`src/rtl/recip_pkg.sv`:
```
// Shared definitions for the reciprocal normalisation controller.
// Holds the controller state encoding, the out_flags bit positions and the
// fixed-point constants for the default Q7.11 format (WORD_LENGTH=18,
// FRAC_LENGTH=11).
package recip_pkg;

    localparam int unsigned DEF_WORD_LENGTH = 18;
    localparam int unsigned DEF_FRAC_LENGTH = 11;

    // Fixed-point landmarks of the default format.
    localparam int unsigned ONE_FP  = 32'd1 << DEF_FRAC_LENGTH;
    localparam int unsigned HALF_FP = ONE_FP >> 1;
    localparam int unsigned MAX_POS = (32'd1 << (DEF_WORD_LENGTH - 1)) - 32'd1;

    // out_flags layout: {timeout, saturated, div_zero}.
    localparam int unsigned FLAG_DIV_ZERO  = 0;
    localparam int unsigned FLAG_SATURATED = 1;
    localparam int unsigned FLAG_TIMEOUT   = 2;
    localparam int unsigned FLAG_W         = 3;

    typedef enum logic [2:0] {
        ST_IDLE   = 3'd0,
        ST_NORM   = 3'd1,
        ST_ISSUE  = 3'd2,
        ST_WAIT   = 3'd3,
        ST_DENORM = 3'd4,
        ST_OUT    = 3'd5
    } state_t;

endpackage

```
`src/rtl/recip_denorm.sv`:
```
// Combinational denormalisation of the core reciprocal.
// Shifts the core result left by k (k>0) or arithmetically right by -k,
// clamps magnitudes beyond WORD_LENGTH-1 bits to 2^(WORD_LENGTH-1)-1, and
// finally applies the operand sign.
// Ports:
//   i_result  core reciprocal of the normalised magnitude
//   i_k       signed normalisation shift count (two's complement, K_W bits)
//   i_neg     operand was negative
//   o_data_c  signed 1/x
//   o_sat_c   result was clamped
module recip_denorm
    import recip_pkg::*;
#(
    parameter int unsigned WORD_LENGTH = DEF_WORD_LENGTH,
    parameter int unsigned K_W         = 7
) (
    input  logic [WORD_LENGTH-1:0] i_result,
    input  logic [K_W-1:0]         i_k,
    input  logic                   i_neg,
    output logic [WORD_LENGTH-1:0] o_data_c,
    output logic                   o_sat_c
);

    localparam int unsigned EW = 2 * WORD_LENGTH;

    localparam logic [WORD_LENGTH-1:0] L_MAX_W = {1'b0, {(WORD_LENGTH - 1){1'b1}}};
    localparam logic [WORD_LENGTH-1:0] L_MIN_W = WORD_LENGTH'(~L_MAX_W + 1'b1);
    localparam logic signed [EW-1:0]   L_MAX_E = {{(WORD_LENGTH + 1){1'b0}}, {(WORD_LENGTH - 1){1'b1}}};
    localparam logic signed [EW-1:0]   L_MIN_E = EW'(~L_MAX_E + 1'b1);

    logic signed [EW-1:0]   w_ext;
    logic signed [EW-1:0]   w_shift;
    logic [K_W-1:0]         w_k_abs;
    logic                   w_k_neg;
    logic                   w_big;
    logic [WORD_LENGTH-1:0] w_mag;

    // Shift in a double-width domain so a left shift below WORD_LENGTH
    // can never wrap before the range check.
    always_comb begin : p_shift
        w_ext   = {{WORD_LENGTH{i_result[WORD_LENGTH-1]}}, i_result};
        w_k_neg = i_k[K_W-1];
        w_k_abs = w_k_neg ? K_W'(~i_k + K_W'(1)) : i_k;
        w_big   = 1'b0;
        w_shift = w_ext;
        if (w_k_neg) begin
            w_shift = w_ext >>> w_k_abs;
        end else if (w_k_abs >= K_W'(WORD_LENGTH)) begin
            // Any non-zero value shifted this far is out of range.
            w_big = (i_result != '0);
        end else begin
            w_shift = w_ext <<< w_k_abs;
        end
    end

    // Clamp to the symmetric signed range, then apply the operand sign.
    always_comb begin : p_clamp
        o_sat_c = 1'b0;
        w_mag   = w_shift[WORD_LENGTH-1:0];
        if (w_big) begin
            o_sat_c = 1'b1;
            w_mag   = i_result[WORD_LENGTH-1] ? L_MIN_W : L_MAX_W;
        end else if (w_shift > L_MAX_E) begin
            o_sat_c = 1'b1;
            w_mag   = L_MAX_W;
        end else if (w_shift < L_MIN_E) begin
            o_sat_c = 1'b1;
            w_mag   = L_MIN_W;
        end
        o_data_c = i_neg ? WORD_LENGTH'(~w_mag + 1'b1) : w_mag;
    end

endmodule

```
`src/rtl/recip_norm_ctrl.sv`:
```
// Reciprocal normalisation controller around a CORDIC reciprocal core.
// Accepts a signed operand x, normalises |x| into [0.5,1.0) with one shift
// per cycle, hands it to the core, waits for the core result, denormalises
// and signs it, and presents 1/x with status flags.
// Optional macro RECIP_NORM_TIMEOUT_EN adds a watchdog on the core
// handshake (TIMEOUT_CYCLES cycles in WAIT); without it WAIT is unbounded
// and the timeout flag is always 0.
// Ports:
//   clk, rst_n                 clock, asynchronous active-low reset
//   i_in_valid/o_in_ready      operand handshake, i_in_data = x
//   o_core_enable              one-cycle start pulse to the core
//   o_core_input               normalised magnitude (held while waiting)
//   i_core_result/i_core_valid core reciprocal and its valid pulse
//   o_out_valid/i_out_ready    result handshake
//   o_out_data                 signed 1/x
//   o_out_flags                {timeout, saturated, div_zero}
module recip_norm_ctrl
    import recip_pkg::*;
#(
    parameter int unsigned WORD_LENGTH    = DEF_WORD_LENGTH,
    parameter int unsigned FRAC_LENGTH    = DEF_FRAC_LENGTH,
    parameter int unsigned TIMEOUT_CYCLES = 64
) (
    input  logic                   clk,
    input  logic                   rst_n,
    input  logic                   i_in_valid,
    output logic                   o_in_ready,
    input  logic [WORD_LENGTH-1:0] i_in_data,
    output logic                   o_core_enable,
    output logic [WORD_LENGTH-1:0] o_core_input,
    input  logic [WORD_LENGTH-1:0] i_core_result,
    input  logic                   i_core_valid,
    output logic                   o_out_valid,
    input  logic                   i_out_ready,
    output logic [WORD_LENGTH-1:0] o_out_data,
    output logic [FLAG_W-1:0]      o_out_flags
);

    // Shift count spans roughly -WORD_LENGTH..+WORD_LENGTH.
    localparam int unsigned K_W = $clog2(WORD_LENGTH) + 2;

    localparam logic [WORD_LENGTH-1:0] L_ONE     = WORD_LENGTH'(1) << FRAC_LENGTH;
    localparam logic [WORD_LENGTH-1:0] L_HALF    = L_ONE >> 1;
    localparam logic [WORD_LENGTH-1:0] L_MAX     = {1'b0, {(WORD_LENGTH - 1){1'b1}}};
    localparam logic [WORD_LENGTH-1:0] L_MOST_NEG = {1'b1, {(WORD_LENGTH - 1){1'b0}}};

    state_t                 r_state;
    state_t                 w_state_nxt;

    logic                   r_sign,        w_sign_nxt;
    logic [WORD_LENGTH-1:0] r_mag,         w_mag_nxt;
    logic [K_W-1:0]         r_k,           w_k_nxt;
    logic [WORD_LENGTH-1:0] r_core_input,  w_core_input_nxt;
    logic [WORD_LENGTH-1:0] r_result,      w_result_nxt;
    logic [WORD_LENGTH-1:0] r_out_data,    w_out_data_nxt;
    logic [FLAG_W-1:0]      r_out_flags,   w_out_flags_nxt;
    logic                   r_in_ready,    w_in_ready_nxt;
    logic                   r_core_enable, w_core_enable_nxt;
    logic                   r_out_valid,   w_out_valid_nxt;

    logic [WORD_LENGTH-1:0] w_abs;
    logic [WORD_LENGTH-1:0] w_den_data;
    logic                   w_den_sat;

`ifdef RECIP_NORM_TIMEOUT_EN
    localparam int unsigned TO_W = $clog2(TIMEOUT_CYCLES + 1);

    logic [TO_W-1:0]        r_to_cnt, w_to_cnt_nxt;
    logic                   w_to_expired;

    assign w_to_expired = (r_to_cnt == TO_W'(TIMEOUT_CYCLES - 1));
`else
    // The limit only matters with the watchdog; a zero limit is never sensible.
    if (TIMEOUT_CYCLES == 0) begin : g_timeout_limit_unused
    end
`endif

    // Operand magnitude; the most-negative value has no positive twin.
    assign w_abs = (i_in_data == L_MOST_NEG) ? L_MAX :
                   (i_in_data[WORD_LENGTH-1] ? WORD_LENGTH'(~i_in_data + 1'b1) : i_in_data);

    recip_denorm #(
        .WORD_LENGTH (WORD_LENGTH),
        .K_W         (K_W)
    ) u_denorm (
        .i_result (r_result),
        .i_k      (r_k),
        .i_neg    (r_sign),
        .o_data_c (w_den_data),
        .o_sat_c  (w_den_sat)
    );

    // State register.
    always_ff @(posedge clk or negedge rst_n) begin : p_state
        if (!rst_n) begin
            r_state <= ST_IDLE;
        end else begin
            r_state <= w_state_nxt;
        end
    end

    // Next-state and next-value logic for every register.
    always_comb begin : p_next
        w_state_nxt      = r_state;
        w_sign_nxt       = r_sign;
        w_mag_nxt        = r_mag;
        w_k_nxt          = r_k;
        w_core_input_nxt = r_core_input;
        w_result_nxt     = r_result;
        w_out_data_nxt   = r_out_data;
        w_out_flags_nxt  = r_out_flags;
`ifdef RECIP_NORM_TIMEOUT_EN
        w_to_cnt_nxt     = '0;
`endif

        unique case (r_state)
            ST_IDLE: begin
                if (i_in_valid && r_in_ready) begin
                    w_sign_nxt = i_in_data[WORD_LENGTH-1];
                    w_mag_nxt  = w_abs;
                    w_k_nxt    = '0;
                    if (i_in_data == '0) begin
                        w_state_nxt                    = ST_OUT;
                        w_out_data_nxt                 = L_MAX;
                        w_out_flags_nxt                = '0;
                        w_out_flags_nxt[FLAG_DIV_ZERO] = 1'b1;
                    end else begin
                        w_state_nxt = ST_NORM;
                    end
                end
            end

            ST_NORM: begin
                if (r_mag < L_HALF) begin
                    w_mag_nxt = r_mag << 1;
                    w_k_nxt   = r_k + K_W'(1);
                end else if (r_mag >= L_ONE) begin
                    w_mag_nxt = r_mag >> 1;
                    w_k_nxt   = r_k - K_W'(1);
                end else begin
                    w_state_nxt      = ST_ISSUE;
                    w_core_input_nxt = r_mag;
                end
            end

            ST_ISSUE: begin
                w_state_nxt = ST_WAIT;
            end

            ST_WAIT: begin
                if (i_core_valid) begin
                    w_result_nxt = i_core_result;
                    w_state_nxt  = ST_DENORM;
`ifdef RECIP_NORM_TIMEOUT_EN
                end else if (w_to_expired) begin
                    w_state_nxt                   = ST_OUT;
                    w_out_data_nxt                = '0;
                    w_out_flags_nxt               = '0;
                    w_out_flags_nxt[FLAG_TIMEOUT] = 1'b1;
                end else begin
                    w_to_cnt_nxt = r_to_cnt + TO_W'(1);
`endif
                end
            end

            ST_DENORM: begin
                w_state_nxt                     = ST_OUT;
                w_out_data_nxt                  = w_den_data;
                w_out_flags_nxt                 = '0;
                w_out_flags_nxt[FLAG_SATURATED] = w_den_sat;
            end

            ST_OUT: begin
                if (r_out_valid && i_out_ready) begin
                    w_state_nxt = ST_IDLE;
                end
            end

            default: begin
                w_state_nxt = ST_IDLE;
            end
        endcase

        // Handshake outputs are registered copies of the upcoming state.
        w_in_ready_nxt    = (w_state_nxt == ST_IDLE);
        w_core_enable_nxt = (w_state_nxt == ST_ISSUE);
        w_out_valid_nxt   = (w_state_nxt == ST_OUT);
    end

    // Datapath and output registers.
    always_ff @(posedge clk or negedge rst_n) begin : p_regs
        if (!rst_n) begin
            r_sign        <= 1'b0;
            r_mag         <= '0;
            r_k           <= '0;
            r_core_input  <= '0;
            r_result      <= '0;
            r_out_data    <= '0;
            r_out_flags   <= '0;
            r_in_ready    <= 1'b1;
            r_core_enable <= 1'b0;
            r_out_valid   <= 1'b0;
        end else begin
            r_sign        <= w_sign_nxt;
            r_mag         <= w_mag_nxt;
            r_k           <= w_k_nxt;
            r_core_input  <= w_core_input_nxt;
            r_result      <= w_result_nxt;
            r_out_data    <= w_out_data_nxt;
            r_out_flags   <= w_out_flags_nxt;
            r_in_ready    <= w_in_ready_nxt;
            r_core_enable <= w_core_enable_nxt;
            r_out_valid   <= w_out_valid_nxt;
        end
    end

`ifdef RECIP_NORM_TIMEOUT_EN
    // Watchdog counter; only advances while waiting on the core.
    always_ff @(posedge clk or negedge rst_n) begin : p_timeout
        if (!rst_n) begin
            r_to_cnt <= '0;
        end else begin
            r_to_cnt <= w_to_cnt_nxt;
        end
    end
`endif

    assign o_in_ready    = r_in_ready;
    assign o_core_enable = r_core_enable;
    assign o_core_input  = r_core_input;
    assign o_out_valid   = r_out_valid;
    assign o_out_data    = r_out_data;
    assign o_out_flags   = r_out_flags;

endmodule

```
`config.mk`:
```
export PLATFORM = sky130hd
export DESIGN_NAME = recip_norm_ctrl
export DESIGN_NICKNAME = d
export VERILOG_FILES = /design/src/rtl/recip_pkg.sv /design/src/rtl/recip_denorm.sv /design/src/rtl/recip_norm_ctrl.sv
export SDC_FILE = /design/constraint.sdc
export NUM_CORES = 1
export LEC_CHECK = 0
export ABC_AREA = 1
export BUFFER_PORTS_ARGS = -buffer_cell sky130_fd_sc_hd__buf_2
export CAP_MARGIN = 0
export CORE_MARGIN = 2
export CORE_UTILIZATION = 45
export DETAILED_ROUTE_END_ITERATION = 6
export PLACE_DENSITY_LB_ADDON = 0.25
export SYNTH_ARGS = -nofsm -noshare
export SYNTH_HDL_FRONTEND = slang
export SYNTH_SLANG_ARGS = --single-unit
```
`constraint.sdc`:
```
create_clock -name clk -period 6.8 [get_ports clk]
set_input_delay 0.68 -clock clk [delete_from_list [all_inputs] [get_ports clk]]
set_output_delay 0.68 -clock clk [all_outputs]
set_load 0.02 [all_outputs]
```
Word level (Yosys, flattened, before mapping):

Cells that the tools add are included.

* bits in registers: 89
* output and inout bits: 42

* add/subtract/negate cells: 5
* order comparisons: 5
* equality and inequality tests: 11
* shift-type cells: 2
* multiplexer cells: 36
* bitwise gates (word level): 5
* reductions and logical operators: 13

Operators with widths (count)
* $mux W18: 12
* $mux W36: 2
* $pmux W18 S2: 2
* $add A18 B1 Y18 const B: 2
* $gt A36 B18 Y1 const B: 1
* $lt A36 B18 Y1 const B: 1
* $not A18 Y18: 2
* $sshl A18 B7 Y36: 1
* $sshr A18 B7 Y36: 1
* $mux W7: 4
* $mux W3: 8
* $eq A18 B18 Y1 const B: 1
* $ge A18 B12 Y1 const B: 1
* $logic_not A18 Y1: 1
* $lt A18 B11 Y1 const B: 1
* $pmux W3 S6: 1
* $reduce_bool A18 Y1: 1
* $add A7 B1 Y7 const B: 2
* $pmux W7 S2: 1
* $eq A3 B2 Y1 const B: 3
* $eq A3 B3 Y1 const B: 3
* $reduce_and A3 Y1: 3
* $ge A7 B5 Y1 const B: 1
* $not A7 Y7: 1
* 11 further kinds: 21

Depth between registers and ports, before layout:

* word-level depth: 14
* mapped depth: 38
* mapped depth without buffers: 35

Modules after synthesis:

From an unflattened synthesis, not the netlist that was laid out.

* cell total of the unflattened synthesis: 1475
* area, all modules: 8464.4 sq um

Modules (own cells, without submodules)
* recip_norm_ctrl: instances 1, cells an instance 579, area an instance 4586.9 sq um, sequential area each 2203.4 sq um
* recip_denorm: instances 1, cells an instance 896, area an instance 3877.5 sq um, sequential area each 0.0 sq um

Worst setup path after synthesis:

No wires, ideal clock.

* path kind: register to register
* start: register r_k[0]
* end: register r_out_data[12], in the netlist o_out_data[12]
* setup time: 113 ps
* arrival: 3469 ps
* setup slack: 3218 ps
* stages on the path, launching flop included: 32
* buffers on the path: 5
* clock period less this slack: 3582 ps
* cells stage by stage: dfrtp_1 > buf_4 > inv_2 > buf_4 > ha_1 > nand3_2 > nand2_1 > nand2_1 > nand2_4 > buf_8 > inv_4 > buf_6 > buf_6 > o211ai_2 > nand2_1 > nor3_1 > nand3b_1 > nand2_1 > nand2_2 > nor2_8 > nand2_2 > nor2_2 > ha_1 > nand2_1 > nor2_2 > nand3_2 > nand2_2 > nand2_1 > nand2_1 > nand3_1 > nand2_1 > inv_1

* cells in the longest elaborated chain, start to end: 14

Ends and longest elaborated chain
* start, declared: line recip_norm_ctrl.sv:52 `logic [K_W-1:0] r_k, w_k_nxt;`
* start signal, assigned: line recip_norm_ctrl.sv:206 `r_k <= w_k_nxt;`
* $not A7 Y7: line recip_denorm.sv:43 `w_k_abs = w_k_neg ? K_W'(~i_k + K_W'(1)) : i_k;`
* $add A7 B1 Y7: line recip_denorm.sv:43
* $mux W7 (*): line recip_denorm.sv:43
* $ge A7 B5 Y1 / $sshl A18 B7 Y36 (equally long branches): line recip_denorm.sv:48, recip_denorm.sv:52
* $mux W36: line recip_denorm.sv:48 `end else if (w_k_abs >= K_W'(WORD_LENGTH)) begin`
* $mux W36: line recip_denorm.sv:46 `if (w_k_neg) begin`
* $lt A36 B18 Y1: line recip_denorm.sv:66 `end else if (w_shift < L_MIN_E) begin`
* $mux W18: line recip_denorm.sv:66
* $mux W18: line recip_denorm.sv:63 `end else if (w_shift > L_MAX_E) begin`
* $mux W18 (*): line recip_denorm.sv:60 `if (w_big) begin`
* $not A18 Y18: line recip_denorm.sv:70 `o_data_c = i_neg ? WORD_LENGTH'(~w_mag + 1'b1) : w_mag;`
* $add A18 B1 Y18: line recip_denorm.sv:70
* $mux W18 (*): line recip_denorm.sv:70
* $pmux W18 S2 (*): line recip_norm_ctrl.sv:116 `unique case (r_state)`
* end signal, assigned: line recip_norm_ctrl.sv:209 `r_out_data <= w_out_data_nxt;`
* end, declared: line recip_norm_ctrl.sv:55 `logic [WORD_LENGTH-1:0] r_out_data, w_out_data_nxt;`

Mark *: on every way between the ends. The rest lies on a longest branch, timed or not.
A chain may end at the register's enable or synchronous reset.

Worst setup path after layout:

Same ends and word-level chain as after synthesis.

==> results.md <==
- Outcome: completed
- Die area: 0.0190 sq mm
- Synth top area share: 26.9%
- Min Clock Period, post-route: 5.41 ns
- Ports: 83
- Required @ worst endpoint: 7.06 ns
- Final period util: 79.5%
- Worst-skew pair later-pin latency: 0.36 ns
- Vias in the first global route: 8283
- H-tree lvl count: 3
- Top post-synthesis cells by count: nand2_1 (569), nand3_1 (119), nor2_1 (112), inv_1 (103), dfrtp_1 (87)
- Port buffer count: 81
- Cell area after synthesis: 0.00808 sq mm
- Routed WL: 24500 um
- Count leader, synth: nand2_1
- Startpoint types: flip-flop
- Final hold vios: 0
- Post-synth ARST share: 100%
- Warnings, synthesis: 0
- Clock Tree Buf Depth: 2
- Crit end category: flip-flop
- FP Rows: 49
- Syn Nets: 1407
- Via count: 8759
- Clock slew at reported path FFs: 0.07 ns
- Mapped Cells: 1356
- Worst path slowest cell: dfrtp_1
- Worst hold path type: primary input to async pin
- HPWL Detailed: 18600 um
- CTS tree: yes
- Wirelength per Cell: 15.1 um
- Critical path's most frequent cell: nand2_1
- Ranking of synthesized cells by area: dfrtp_1 (27%), nand2_1 (26%), nand3_1 (7.4%), nor2_1 (5.2%), inv_1 (4.8%)
- Die height: 138 um
- Unrepaired setup endpoints after global routing: no
- Clk sinks: 88
- RePlAce Congestion: 0.995
- Hold Buf Count CTS: 0
- Max Fclk: 185 MHz
- Setup TNS: 0 ns
- # diodes: 0
- Arrival time worst endpoint: 5.66 ns
- Setup violators final: 0
- Post-CTS Resized: 0
- MaxCap Viol Count: 0
- Syn avg cell area: 5.96 sq um
- Die X: 138 um
- Slew HR: 36.6%
- Clk Tree Root Cell: clkbuf_16
- Share of cells above drive strength 1: 11.9%
- Post-synthesis compound-gate area fraction: 11.9%
- DRC: 0
- Adder-Cell Fraction of Synth Area: 1.64%
- First-pass GRT wire length: 41000 um
- Fin. max-slew vios: 0
- First-pass detailed-route iteration total: 5
- Flop-to-flop setup slack: 1.39 ns
- Reg-to-reg critical path startpoint: r_k[0]
- Final core occ: 49.0%
- Total track usage: 26.0%
- Nets@finish: 1443
- GR Overflow Total: 0
- CTS buffer count: 9
- Initial antenna violation count: 0
- FF-to-FF End: o_out_data[12]
- Post-Synth Simple-Gate Area: 46.8%
- Worst slew pin tran: 0.948 ns
- Max Fanout on Critical Path: 31
- Initial Util: 45.5%
- Area Growth Syn to Fin: 7.85%
- Worst setup path category: flip-flop to flip-flop
- CP peak stage delay: 0.79 ns
- Post-route ant nets: 0
- Starting DRT DRC Count: 796
- Top cell type by total area after synthesis: dfrtp_1
- Via density: 5.39
- Register area share after synthesis: 27.3%
- Setup Fix Bufs, Post-CTS: 0
- Core box area: 0.0178 sq mm
- Setup Skew: 0.0125 ns
- Largest net degree at the start of global routing: 74
- Worst R2R Path Depth: 30
- Post-synth EDFFs: 0
- Top_reg_cell synth: dfrtp_1
- Seq cells post-synth: 88
- Largest family of logic cells by synthesized area: simple AND/OR/NAND/NOR gates
- Distinct cells, synth: 51
- XOR/XNOR Fraction of Synth Area: 1.84%
- Multiplexer area fraction after synthesis: 0%
[area by class of cell]
cell class,instances,area [sq um]
multi-input combinational,1090,5030
inverter,115,439
tap,229,287
clock inverter,7,72.6
clock buffer,9,225
sequential,88,2200
timing repair buffer,88,460
fill,1924,9060
[registers in the layout (all words and copies together), names as in the netlist, 2 cells and up]
| signal | cells |
|---|---|
| o_out_flags | 2 |
| r_k | 7 |
| r_result | 18 |
| r_mag | 18 |
| o_out_data | 18 |
| o_core_input | 18 |
| r_state | 3 |
[kinds of logic after synthesis]
family	after synthesis
xor+xnor	17
simple gates	890
buf+inv	178
other cells	1
flops	88
compound gates	172
fa+ha+maj	10
[through the flow]
step,hold slack (ns),instance area [sq um],worst slack [ns],std cells
2_1_floorplan,0.384,8080,3.22,1356
3_3_place_gp,0.444,8420,1.57,1610
3_5_place_dp,0.446,8420,1.49,1610
4_1_cts,0.162,8720,1.47,1626
6_report,0.176,8720,1.39,1626
5_1_grt,0.177,8720,0.734,1626
[worst max-delay path by stage]
stage / start / end / slack, ns / cells after the start
floorplan: r_k[0] / o_out_data[12] / 3.22 / 31
global placement: r_k[0] / o_out_data[14] / 1.57 / 30
detailed placement: r_k[0] / o_out_data[14] / 1.49 / 29
CTS: r_k[0] / o_out_data[12] / 1.47 / 29
global route: r_k[0] / o_out_data[12] / 0.73 / 29
finish: r_k[0] / o_out_data[12] / 1.39 / 30
[cells in the final DEF, fill, tap and decap left out, drive strengths merged]
cell type	n
dfstp	1
dfrtp	87
a31oi	10
xor2	10
nand3	125
o221ai	3
o21bai	2
o211ai	6
a32o	1
inv	116
and2	3
a21oi	55
clkinv	5
ha	9
nor3b	1
clkbuf	9
nand3b	2
fa	1
o22ai	7
a22o	1
a211o	1
conb	1
or2	7
nor4	5
o311ai	3
nor2	120
buf	88
nand4	13
xnor2	7
clkinvlp	1
o21ai	80
nand2	596
o21a	1
nor3	18
a21o	2
[critical path, delay by kind of cell, from the launching register on]
family        cells  cell delay (ns)
fa+ha+maj         2             0.60
flops             1             0.79
buf+inv           3             0.80
simple gates     25             3.10
[routing by layer]
metal | vias to the layer above | wire, um | global-route usage, %
met5 | - | 0 | 0
met4 | 0 | 802 | 9.77
met3 | 61 | 1460 | 3.74
met2 | 304 | 11500 | 42.8
met1 | 3994 | 10700 | 35.0
li1 | 4400 | - | -
Power is not shown: default switching activity piles up to over one toggle a cycle in this logic, so the estimate is an artifact.
